## src/rtl/slot_game_ctrl.sv

```systemverilog
// Three-reel slot machine controller: bet selection, spin sequencing with
// staggered reel stops, payout evaluation and win display timing.
module slot_game_ctrl #(
  parameter int         MONEY_INIT  = 100,
  parameter int         BET_MAX     = 9,
  parameter int         SPIN_FRAMES = 60,
  parameter int         STAGGER     = 20,
  parameter int         WIN_FRAMES  = 90,
  parameter logic [7:0] LFSR_SEED   = 8'hA5
) (
  input  logic       clk,
  input  logic       rst,
  input  logic       frame_tick,
  input  logic       btn_up,
  input  logic       btn_down,
  input  logic       btn_spin,
  output logic [9:0] money,
  output logic [3:0] bet,
  output logic [1:0] reel1,
  output logic [1:0] reel2,
  output logic [1:0] reel3,
  output logic       stop,
  output logic       win,
  output logic       busy
);

  localparam int         CNT_W      = 16;
  localparam int         REEL3_STOP = SPIN_FRAMES + 2 * STAGGER;
  localparam logic [9:0] MONEY_MAX  = 10'd999;

  typedef enum logic [1:0] {IDLE = 2'd0, SPIN = 2'd1, EVAL = 2'd2, SHOW = 2'd3} state_t;

  state_t           state_reg, state_next;
  logic [9:0]       money_reg, money_next;
  logic [3:0]       bet_reg, bet_next;
  logic [1:0]       reel_reg  [3];
  logic [1:0]       reel_next [3];
  logic             stop_reg, stop_next;
  logic             win_reg, win_next;
  logic             busy_reg, busy_next;
  logic [CNT_W-1:0] cnt_reg, cnt_next;
  logic [7:0]       lfsr_reg;
  logic             up_reg, down_reg, spin_reg;

  logic             up_edge, down_edge, spin_edge, spin_ok;
  logic [2:0]       reel_adv;
  logic             spin_done, show_done;
  logic             triple, pair;
  logic [10:0]      payout, money_sum;

  assign up_edge   = btn_up & ~up_reg;
  assign down_edge = btn_down & ~down_reg;
  assign spin_edge = btn_spin & ~spin_reg;
  // A spin needs enough credit for the current (pre-edge) bet; money=0 always fails.
  assign spin_ok   = spin_edge && (money_reg >= 10'(bet_reg));

  // Each reel keeps advancing until the shared counter reaches its own stop point.
  generate
    for (genvar gi = 0; gi < 3; gi++) begin : g_reel_stop
      localparam int STOP_PT = SPIN_FRAMES + gi * STAGGER;
      assign reel_adv[gi] = frame_tick && (cnt_reg < CNT_W'(STOP_PT));
    end
  endgenerate

  assign spin_done = frame_tick && (cnt_reg == CNT_W'(REEL3_STOP - 1));
  assign show_done = frame_tick && (cnt_reg == CNT_W'(WIN_FRAMES - 1));

  // Payout is formed in 11 bits so money + payout can exceed 999 before clamping.
  assign triple    = (reel_reg[0] == reel_reg[1]) && (reel_reg[1] == reel_reg[2]);
  assign pair      = (reel_reg[0] == reel_reg[1]) || (reel_reg[1] == reel_reg[2]);
  assign payout    = triple ? 11'({bet_reg, 3'b000}) :
                     pair   ? 11'({bet_reg, 1'b0})   : 11'd0;
  assign money_sum = 11'(money_reg) + payout;

  // State register and all datapath registers, including button history and LFSR.
  always_ff @(posedge clk) begin
    if (rst) begin
      state_reg <= IDLE;
      money_reg <= 10'(MONEY_INIT);
      bet_reg   <= 4'd1;
      for (int i = 0; i < 3; i++) reel_reg[i] <= 2'd0;
      stop_reg  <= 1'b1;
      win_reg   <= 1'b0;
      busy_reg  <= 1'b0;
      cnt_reg   <= '0;
      lfsr_reg  <= LFSR_SEED;
      up_reg    <= 1'b0;
      down_reg  <= 1'b0;
      spin_reg  <= 1'b0;
    end else begin
      state_reg <= state_next;
      money_reg <= money_next;
      bet_reg   <= bet_next;
      for (int i = 0; i < 3; i++) reel_reg[i] <= reel_next[i];
      stop_reg  <= stop_next;
      win_reg   <= win_next;
      busy_reg  <= busy_next;
      cnt_reg   <= cnt_next;
      lfsr_reg  <= {lfsr_reg[6:0], lfsr_reg[7] ^ lfsr_reg[5] ^ lfsr_reg[4] ^ lfsr_reg[3]};
      up_reg    <= btn_up;
      down_reg  <= btn_down;
      spin_reg  <= btn_spin;
    end
  end

  // Next-state logic for the round sequence.
  always_comb begin
    state_next = state_reg;
    case (state_reg)
      IDLE:    if (spin_ok) state_next = SPIN;
      SPIN:    if (spin_done) state_next = EVAL;
      EVAL:    state_next = (payout != 11'd0) ? SHOW : IDLE;
      SHOW:    if (show_done) state_next = IDLE;
      default: state_next = IDLE;
    endcase
  end

  // Next values of the registered outputs; buttons only act in IDLE, ticks only in SPIN/SHOW.
  always_comb begin
    money_next = money_reg;
    bet_next   = bet_reg;
    for (int i = 0; i < 3; i++) reel_next[i] = reel_reg[i];
    stop_next  = stop_reg;
    win_next   = win_reg;
    cnt_next   = cnt_reg;
    busy_next  = (state_next != IDLE);
    case (state_reg)
      IDLE: begin
        cnt_next = '0;
        if (spin_ok) begin
          money_next   = money_reg - 10'(bet_reg);
          stop_next    = 1'b0;
          reel_next[0] = lfsr_reg[1:0];
          reel_next[1] = lfsr_reg[3:2];
          reel_next[2] = lfsr_reg[5:4];
        end else if (up_edge && !down_edge && (bet_reg < 4'(BET_MAX))) begin
          bet_next = bet_reg + 4'd1;
        end else if (down_edge && !up_edge && (bet_reg > 4'd1)) begin
          bet_next = bet_reg - 4'd1;
        end
      end
      SPIN: begin
        if (frame_tick) begin
          for (int i = 0; i < 3; i++)
            if (reel_adv[i]) reel_next[i] = reel_reg[i] + 2'd1;
          cnt_next = cnt_reg + CNT_W'(1);
          if (spin_done) begin
            stop_next = 1'b1;
            cnt_next  = '0;
          end
        end
      end
      EVAL: begin
        money_next = (money_sum > 11'(MONEY_MAX)) ? MONEY_MAX : money_sum[9:0];
        win_next   = (payout != 11'd0);
        cnt_next   = '0;
      end
      SHOW: begin
        if (frame_tick) begin
          cnt_next = cnt_reg + CNT_W'(1);
          if (show_done) begin
            win_next = 1'b0;
            cnt_next = '0;
          end
        end
      end
      default: ;
    endcase
  end

  assign money = money_reg;
  assign bet   = bet_reg;
  assign reel1 = reel_reg[0];
  assign reel2 = reel_reg[1];
  assign reel3 = reel_reg[2];
  assign stop  = stop_reg;
  assign win   = win_reg;
  assign busy  = busy_reg;

endmodule

```

## config.mk

```make
export PLATFORM = sky130hd
export DESIGN_NAME = slot_game_ctrl
export DESIGN_NICKNAME = d
export VERILOG_FILES = /design/src/rtl/slot_game_ctrl.sv
export SDC_FILE = /design/constraint.sdc
export NUM_CORES = 1
export LEC_CHECK = 0
export ABC_AREA = 1
export CORE_AREA = 4 4 115 117
export CTS_BUF_LIST = sky130_fd_sc_hd__clkbuf_4
export CTS_CLUSTER_DIAMETER = 40
export CTS_CLUSTER_SIZE = 40
export DETAILED_ROUTE_END_ITERATION = 8
export DIE_AREA = 0 0 119 121
export GPL_ROUTABILITY_DRIVEN = 0
export HOLD_SLACK_MARGIN = 0.05
export PLACE_DENSITY_LB_ADDON = 0.3
export SLEW_MARGIN = 5
export SYNTH_ARGS = -nofsm -noshare
export SYNTH_HDL_FRONTEND = slang
export SYNTH_SLANG_ARGS = --single-unit
```

## constraint.sdc

```tcl
create_clock -name clk -period 5.4 [get_ports clk]
set_input_delay 1.08 -clock clk [delete_from_list [all_inputs] [get_ports clk]]
set_output_delay 1.08 -clock clk [all_outputs]
set_load 0.005 [all_outputs]
```

### Word-level counts from Yosys, hierarchy flattened

Memories as Yosys holds them, arrays and structs flattened.
Cells that the tools add are included.
W data, S select, Z words.

* memories kept: 1
* memory bits (read-only): 0
* input bits: 6
* bits in writable memories: 6
* latch bits: 0
* register bits: 46
* word-level logic and storage cells: 115

Memory list
* reel_reg: depth 3, width 2, rd ports 3, clocked after Yosys merged registers in 0, write ports 3, RTL line 36 `logic [1:0] reel_reg [3];`

* reduce and logical (&&, ||, !) cells: 27
* add/sub/neg operators: 8
* bitwise logic cells: 13
* shift operators: 0
* multipliers: 0
* div/mod/pow operators: 0
* eq/ne operators: 12
* order comparisons: 7
* muxes and demuxes: 36

Operators by type and width (number)
* $mux W16: 4
* $pmux W16 S3: 1
* $eq A16 B7 Y1 const B: 2
* $lt A16 B7 Y1 const B: 2
* $mux W10: 2
* $mux W2: 10
* $pmux W10 S2: 1
* $add A16 B1 Y16 const B: 1
* $lt A16 B6 Y1 const B: 1
* $mux W6: 2
* $pmux W6 S2: 1
* $add A10 B7 Y11: 1
* $gt A11 B10 Y1 const B: 1
* $logic_and A1 B1 Y1: 11
* $reduce_bool A11 Y1: 1
* $ge A10 B4 Y1: 1
* $ne A2 B2 Y1 const B: 5
* $reduce_bool A2 Y1: 5
* $sub A10 B4 Y10: 1
* $mux W1: 8
* $mux W4: 2
* $pmux W2 S4: 1
* $mux W7: 1
* $add A2 B1 Y2 const B: 3
* other kinds (20): 35

### Depth between registers and ports, before layout

Gate-level depths: netlist of the first run.
An unclocked memory read counts as a cell.

* depth in word-level cells: 9
* gate-level depth with buffers: 21
* mapped depth without buffers: 21

### Worst setup path before layout of the first run

OpenSTA, ideal clock, no wires.

* path kind: register to register
* from: mem reel_reg[1][0] (netlist: reel_reg[0][2])
* to: reg money_reg[7] (netlist: money[7])
* arrival: 2.372 ns
* cell stages (with the launch flop): 21
* library setup time: 0.070 ns
* setup slack: 2.958 ns
* cells stage by stage: dfxtp_1 inv_2 nand2_1 nand2_1 nor2_4 nand2_4 nand3_2 inv_1 ha_1 fa_1 nand2_1 nand2_2 nand3_1 nand2_1 nand2_1 nand2_2 nor2_2 nand3_4 nand2_2 nand2_2 a21oi_1

RTL lines
* from (decl): RTL line 36
* to (signal assigned): RTL line 79 `money_reg <= 10'(MONEY_INIT);`
* to (signal assigned): RTL line 92 `money_reg <= money_next;`
* to (decl): RTL line 34 `logic [9:0] money_reg, money_next;`

==> impl_metrics.csv, run 1 <==
group,metric,value,unit
status,run_status,"complete, no violations",
clocking,cts_buffers,5,
floorplan,die_h,121,microns
layout,nets,572,
logic_synthesis,yosysSeqAreaShare,29.06,%
routing,ant_nets,0,
layout,mostFrequentLayoutCells,"nand2_1 (113), nor2_1 (74), inv_1 (54)",
worst_setup_path,startpoint,"rst",
worst_setup_path,slowest_delay,0.96,ns
worst_setup_path,start_kind,"input pin",
clocking,cts_buffer_depth,2,
logic_synthesis,synth-compound-area-share,10.37,%
min_path,hp-class,"reg -> reg",
global_route,global_route.overflow_total,0,
worst_setup_path,r2r-end,"money[7]",
worst_setup_path,crit_required,5.66,ns
logic_synthesis,syn_nets,546,
clocking,cts.clk_slew.worst_paths,0.15,ns
timing,fin_crit_sh,57.77,%
worst_setup_path,reg2reg_from,"reel_reg[0][2]",
logic_synthesis,synthArstFlopShare,0,%
global_route,grt_pass1_wl,14.21,mm
layout,final_area,4066,sq um
layout,fillers,1363,
layout,largest_reg_flops,16,
floorplan,io_pins,29,
clocking,cts_resized,0,
routing,drt_first_pass_iters,4,
logic_synthesis,synth_xor_area_share,5.623,%
timing,skew,0.01315,ns
clocking,holdBufCountCts,0,
timing,rsz0062_at_grt,"no",
floorplan,coreArea,12360,sq um
logic_synthesis,yosys.area_share.simple,39.33,%
logic_synthesis,synth_top_family_by_area,"simple AND/OR/NAND/NOR gates",
worst_setup_path,worst-path-max-fanout,20,
power,total_leakage_power,0.001760,uW
routing,drt-vias-per-instance,4.449,
worst_setup_path,criticalPathCategory,"in -> reg",
timing,tightestPinTransition,0.7537,ns
routing,drtIter0Drc,204,
clocking,ctsRootBufferMaster,"clkbuf_4",
clocking,htreeDepth,2,
flow_run,drv_cap,0,
layout,final_common_cell,"nand2_1",
worst_setup_path,crit_chain,"clkdlybuf4s50_1 -> clkinv_1 -> nand2_2 -> nor3b_1",
worst_setup_path,ff2ff_path_depth,20,
layout,regArea,1041,sq um
worst_setup_path,end_kind,"register",
placement,place_area,4010,sq um
logic_synthesis,netlist_area,3582,sq um
logic_synthesis,postSynthCellCount,523,
logic_synthesis,synth_seq_cells,52,
layout,area_delta_synth_final,13.52,%
routing,drc_errors,0,
timing,maxSlewViolCount,0,
routing,wl_per_cell,11.33,microns
floorplan,die_x,119,microns
clocking,tritoncts,"done",
logic_synthesis,synthFlopType,"dfxtp_1",
logic_synthesis,avgSynthCellArea,6.849,sq um
timing,tns,0,ns
layout,diodes,0,
layout,multiInputGateArea,2221,sq um
placement,place.port_buffers,28,
clocking,clock_sinks,52,
floorplan,dieArea,14400,sq um
timing,period_minus_slack,3.119,ns
timing,slew_headroom,49.59,%
power,powerDensity,227.5,nW/um^2
clocking,post_cts.repair.setup_buffers,0,
logic_synthesis,ys_warn_count,0,
clocking,clock_latency,0.36,ns
worst_setup_path,r2r_slack,2.56,ns
floorplan,rows,41,
worst_setup_path,crit_path_top_delay_cell,"clkdlybuf4s50_1",
timing,final-hold-violation-count,0,
logic_synthesis,synthAdderAreaFrac,6.357,%
min_path,holdPathStages,1,
routing,dr_total_vias,3212,
routing,wl,8.178,mm
timing,max_freq,0.3206,GHz
global_route,grtUsageTotal,11.71,%
logic_synthesis,synth-edff-count,0,
worst_setup_path,crit_path_end,"cnt_reg[6]",
global_route,antenna_found_initial,0,
timing,setup-violations-final,0,
global_route,grt_pass1_vias,3024,
power,vdd_ir_drop_max,0.08794,mV
placement,dp_hpwl,6.541,mm
logic_synthesis,synthMuxAreaShare,0.3144,%
global_route,grt_start_max_net_pins,21,
worst_setup_path,critical_path_arrival,3.38,ns
layout,post_route_cells_drive_above_1_share,14.73,%
logic_synthesis,netlist-cell-type-count,42,
floorplan,start_util,28.97,%
power breakdown:
part | internal (uW) | switching, uW | leakage (uW)
clock network | 55.0 | 122 | 0.0000293
registers | 406 | 26.9 | 0.000427
logic | 128 | 188 | 0.00130
total | 589 | 336 | 0.00176
how the worst min path moves through the flow:
stage | from | endpoint | slack (ns)
3_3_place_gp | lfsr_reg[6] | lfsr_reg[7] | 0.40
4_1_cts | lfsr_reg[6] | lfsr_reg[7] | 0.44
2_1_floorplan | lfsr_reg[6] | lfsr_reg[7] | 0.39
5_1_grt | lfsr_reg[6] | lfsr_reg[7] | 0.45
6_report | lfsr_reg[6] | lfsr_reg[7] | 0.43
3_5_place_dp | lfsr_reg[6] | lfsr_reg[7] | 0.40
kinds of logic after synthesis:
kind of cell	count (synthesis)
buffers and inverters	76
and+or+nand+nor	287
DFF	52
xor gates and xnor gates	23
muxes	1
AOI/OAI and AO/OA	67
adders and majority gates	17
metrics by stage:
stage	setup slack, ns	total power (uW)	utilization (%)	hold WS, ns	std cells
floorplan	2.958	670.6	-	0.3895	523
global placement	1.880	753.8	32.44	0.3964	714
detailed placement	1.831	757.9	32.44	0.3999	714
CTS	2.249	941.0	32.89	0.4377	722
global route	2.042	999.2	32.89	0.4508	722
finish	2.281	925.1	32.89	0.4340	722
per-layer routing:
metal,up-vias,GRT usage (%),routed length (microns)
met5,-,0,0
met4,0,1.521,49
met3,4,1.632,263
met2,43,20.84,3903
met1,1446,15.46,3961
li1,1719,-,-
critical path: cells and delay by family:
family	cells	cell delay, ns
buffers and inverters	2	1.70
and+or+nand+nor	2	0.59
synth_stat cells, types with 5 or more instances:
library cell  instances  area share (%)
or2_2                 5            0.87
nor2_2                7             1.2
nand2_2              22             3.8
inv_1                54             5.7
a21oi_1              22             3.1
inv_2                10             1.0
nand3_2              11             3.1
nand2_1             113              12
o21ai_1              10             1.4
nand3_1              27             3.8
xnor2_1               8             2.0
nand4_1               6             1.0
o21ai_0              21             2.9
nor2_1               74             7.8
buf_4                 5             1.0
ha_1                 15             5.2
dfxtp_1              52              29
xor2_1               15             3.7
cell type report:
class	instances	share of cell area, %
timing repair buffer	28	6.892
tap	172	5.292
clock buffer	6	1.108
sequential	52	25.60
inverter	67	6.215
clock inverter	2	0.2769
multi-input combinational	395	54.62
No activity file was read; power rests on OpenSTA's default activity.
==> inputs of run 2 (changes only) <==
Clock period 5.4 ns to 3 ns, I/O delays scaled along.
==> impl_metrics.csv, run 2 (synthesis gave the netlist of run 1 again) <==
group,metric,value,unit
routing,dr_total_vias,3299,
min_path,hp-start,"lfsr_reg[6]",
layout,post_route_cells_drive_above_1_share,15.37,%
power,powerDensity,416.3,nW/um^2
worst_setup_path,reg2reg_from,"reel_reg[0][1]",
layout,utilization,33.11,%
timing,skew,0.01352,ns
global_route,global_route.overflow_total,0,
routing,drt_first_pass_iters,4,
clocking,cts_buffer_depth,2,
worst_setup_path,criticalPathCategory,"reg -> reg",
clocking,post_cts.repair.setup_buffers,0,
timing,final-hold-violation-count,0,
routing,drc_errors,0,
clocking,tritoncts,"done",
worst_setup_path,cpMostUsedCell,"nand2_2",
worst_setup_path,start_kind,"register",
worst_setup_path,crit_chain,"inv_1 -> nand2_1 -> nand2_2 -> nor2_4 -> nand2_4 -> nand3_2 -> inv_1 -> ha_1 -> fa_1 -> nand2_1 -> nand2_2 -> nand2_2 -> or2_0 -> nand2_2 -> nand2_2 -> nor2_4 -> nand3_4 -> nand2_2 -> o21ai_1 -> nand2_1",
worst_setup_path,r2r_slack,0.31,ns
min_path,min_to,"lfsr_reg[7]",
routing,wl_per_cell,12.18,microns
floorplan,start_util,28.97,%
clocking,htreeDepth,2,
layout,final_common_cell,"nand2_1",
clocking,holdBufCountCts,0,
floorplan,io_pins,29,
layout,fillers,1328,
floorplan,dieArea,14400,sq um
global_route,grt_pass1_vias,3194,
layout,area_delta_synth_final,14.29,%
routing,drt-vias-per-instance,4.550,
placement,pre_cts_slack,0.3399,ns
clocking,cts_resized,0,
worst_setup_path,r2r-end,"money[2]",
worst_setup_path,ff2ff_path_depth,20,
worst_setup_path,critical_path_arrival,2.99,ns
timing,fin_crit_sh,89.64,%
routing,ant_nets,0,
min_path,holdPathStages,1,
min_path,hp-class,"reg -> reg",
layout,multiInputGateArea,2221,sq um
floorplan,coreArea,12360,sq um
layout,nets,575,
power,p_total,1704,uW
timing,period_minus_slack,2.689,ns
floorplan,die_h,121,microns
layout,regArea,1041,sq um
flow_run,drv_cap,0,
floorplan,rows,41,
worst_setup_path,worst-path-max-fanout,6,
global_route,grt_pass1_wl,14.89,mm
timing,tns,0,ns
clocking,clock_latency,0.39,ns
clocking,clock_sinks,52,
clocking,cts.clk_slew.worst_paths,0.16,ns
timing,hold_ws,0.4338,ns
power,vdd_ir_drop_max,0.1507,mV
floorplan,die_x,119,microns
timing,tightestPinTransition,0.6520,ns
worst_setup_path,end_kind,"register",
timing,maxSlewViolCount,0,
global_route,grt_start_max_net_pins,21,
timing,slew_headroom,56.37,%
layout,mostFrequentLayoutCells,"nand2_1 (113), nor2_1 (74), inv_1 (54)",
global_route,antenna_found_initial,0,
worst_setup_path,crit_path_top_delay_cell,"dfxtp_1",
routing,wl,8.831,mm
power,total_leakage_power,0.001778,uW
timing,fin_ws,0.3107,ns
placement,place.port_buffers,28,
layout,largest_reg_flops,16,
global_route,grtUsageTotal,12.49,%
timing,setup-violations-final,0,
clocking,ctsRootBufferMaster,"clkbuf_4",
timing,rsz0062_at_grt,"no",
timing,max_freq,0.3718,GHz
worst_setup_path,crit_required,3.30,ns
worst_setup_path,slowest_delay,0.45,ns
layout,diodes,0,
routing,drtIter0Drc,244,
placement,dp_hpwl,6.716,mm
status,run_status,"complete, no violations",
clocking,cts_buffers,5,
==> run 2: changes by cell type in the layout (fill, tap and decap cells not counted) <==
cell,previous run,this run
clkinv_1,3,2
buf_4,0,3
clkinv_4,0,1
==> run 2: cell type report <==
cell class	count	share of cell area, %
clock buffer	6	1.100
clock inverter	2	0.3973
inverter	67	6.174
multi-input combinational	395	54.25
sequential	52	25.43
tap	172	5.257
timing repair buffer	31	7.396
==> run 2: how the worst max path moves through the flow <==
stage	from	slack, ns	end	depth (start not counted)
detailed placement	reel_reg[0][2]	0.34	money[2]	20
finish	reel_reg[0][1]	0.31	money[2]	20
global route	reel_reg[0][2]	0.04	money[0]	20
floorplan	reel_reg[0][2]	0.56	money[7]	20
CTS	reel_reg[0][1]	0.31	money[2]	20
global placement	reel_reg[0][2]	0.41	money[2]	20
==> run 2: critical path: cells and delay by family (launching register included) <==
family | cells | cell delay, ns
flip-flops | 1 | 0.45
AO/OA/AOI/OAI | 1 | 0.17
AND/OR/NAND/NOR | 15 | 1.23
adder cells (fa/ha/maj) | 2 | 0.60
buffers and inverters | 2 | 0.13
==> run 2: layer usage <==
layer	global-route usage (%)	up-vias	routed length (microns)	part of all wire, %
met4	2.896	0	97	1.1
met3	2.284	10	264	3.0
met1	16.44	1521	4327	49
met5	0	-	0	0
li1	-	1719	-	-
met2	21.23	49	4141	47
==> run 2: power by group <==
group / switching, uW / internal [uW]
sequential: 48.7 / 731
combinational: 335 / 232
clock: 254 / 103
==> run 2: per-stage QoR <==
step,cell area [sq um],cells
floorplan,3582,523
global placement,4033,717
detailed placement,4033,717
CTS,4094,725
global route,4094,725
finish,4094,725
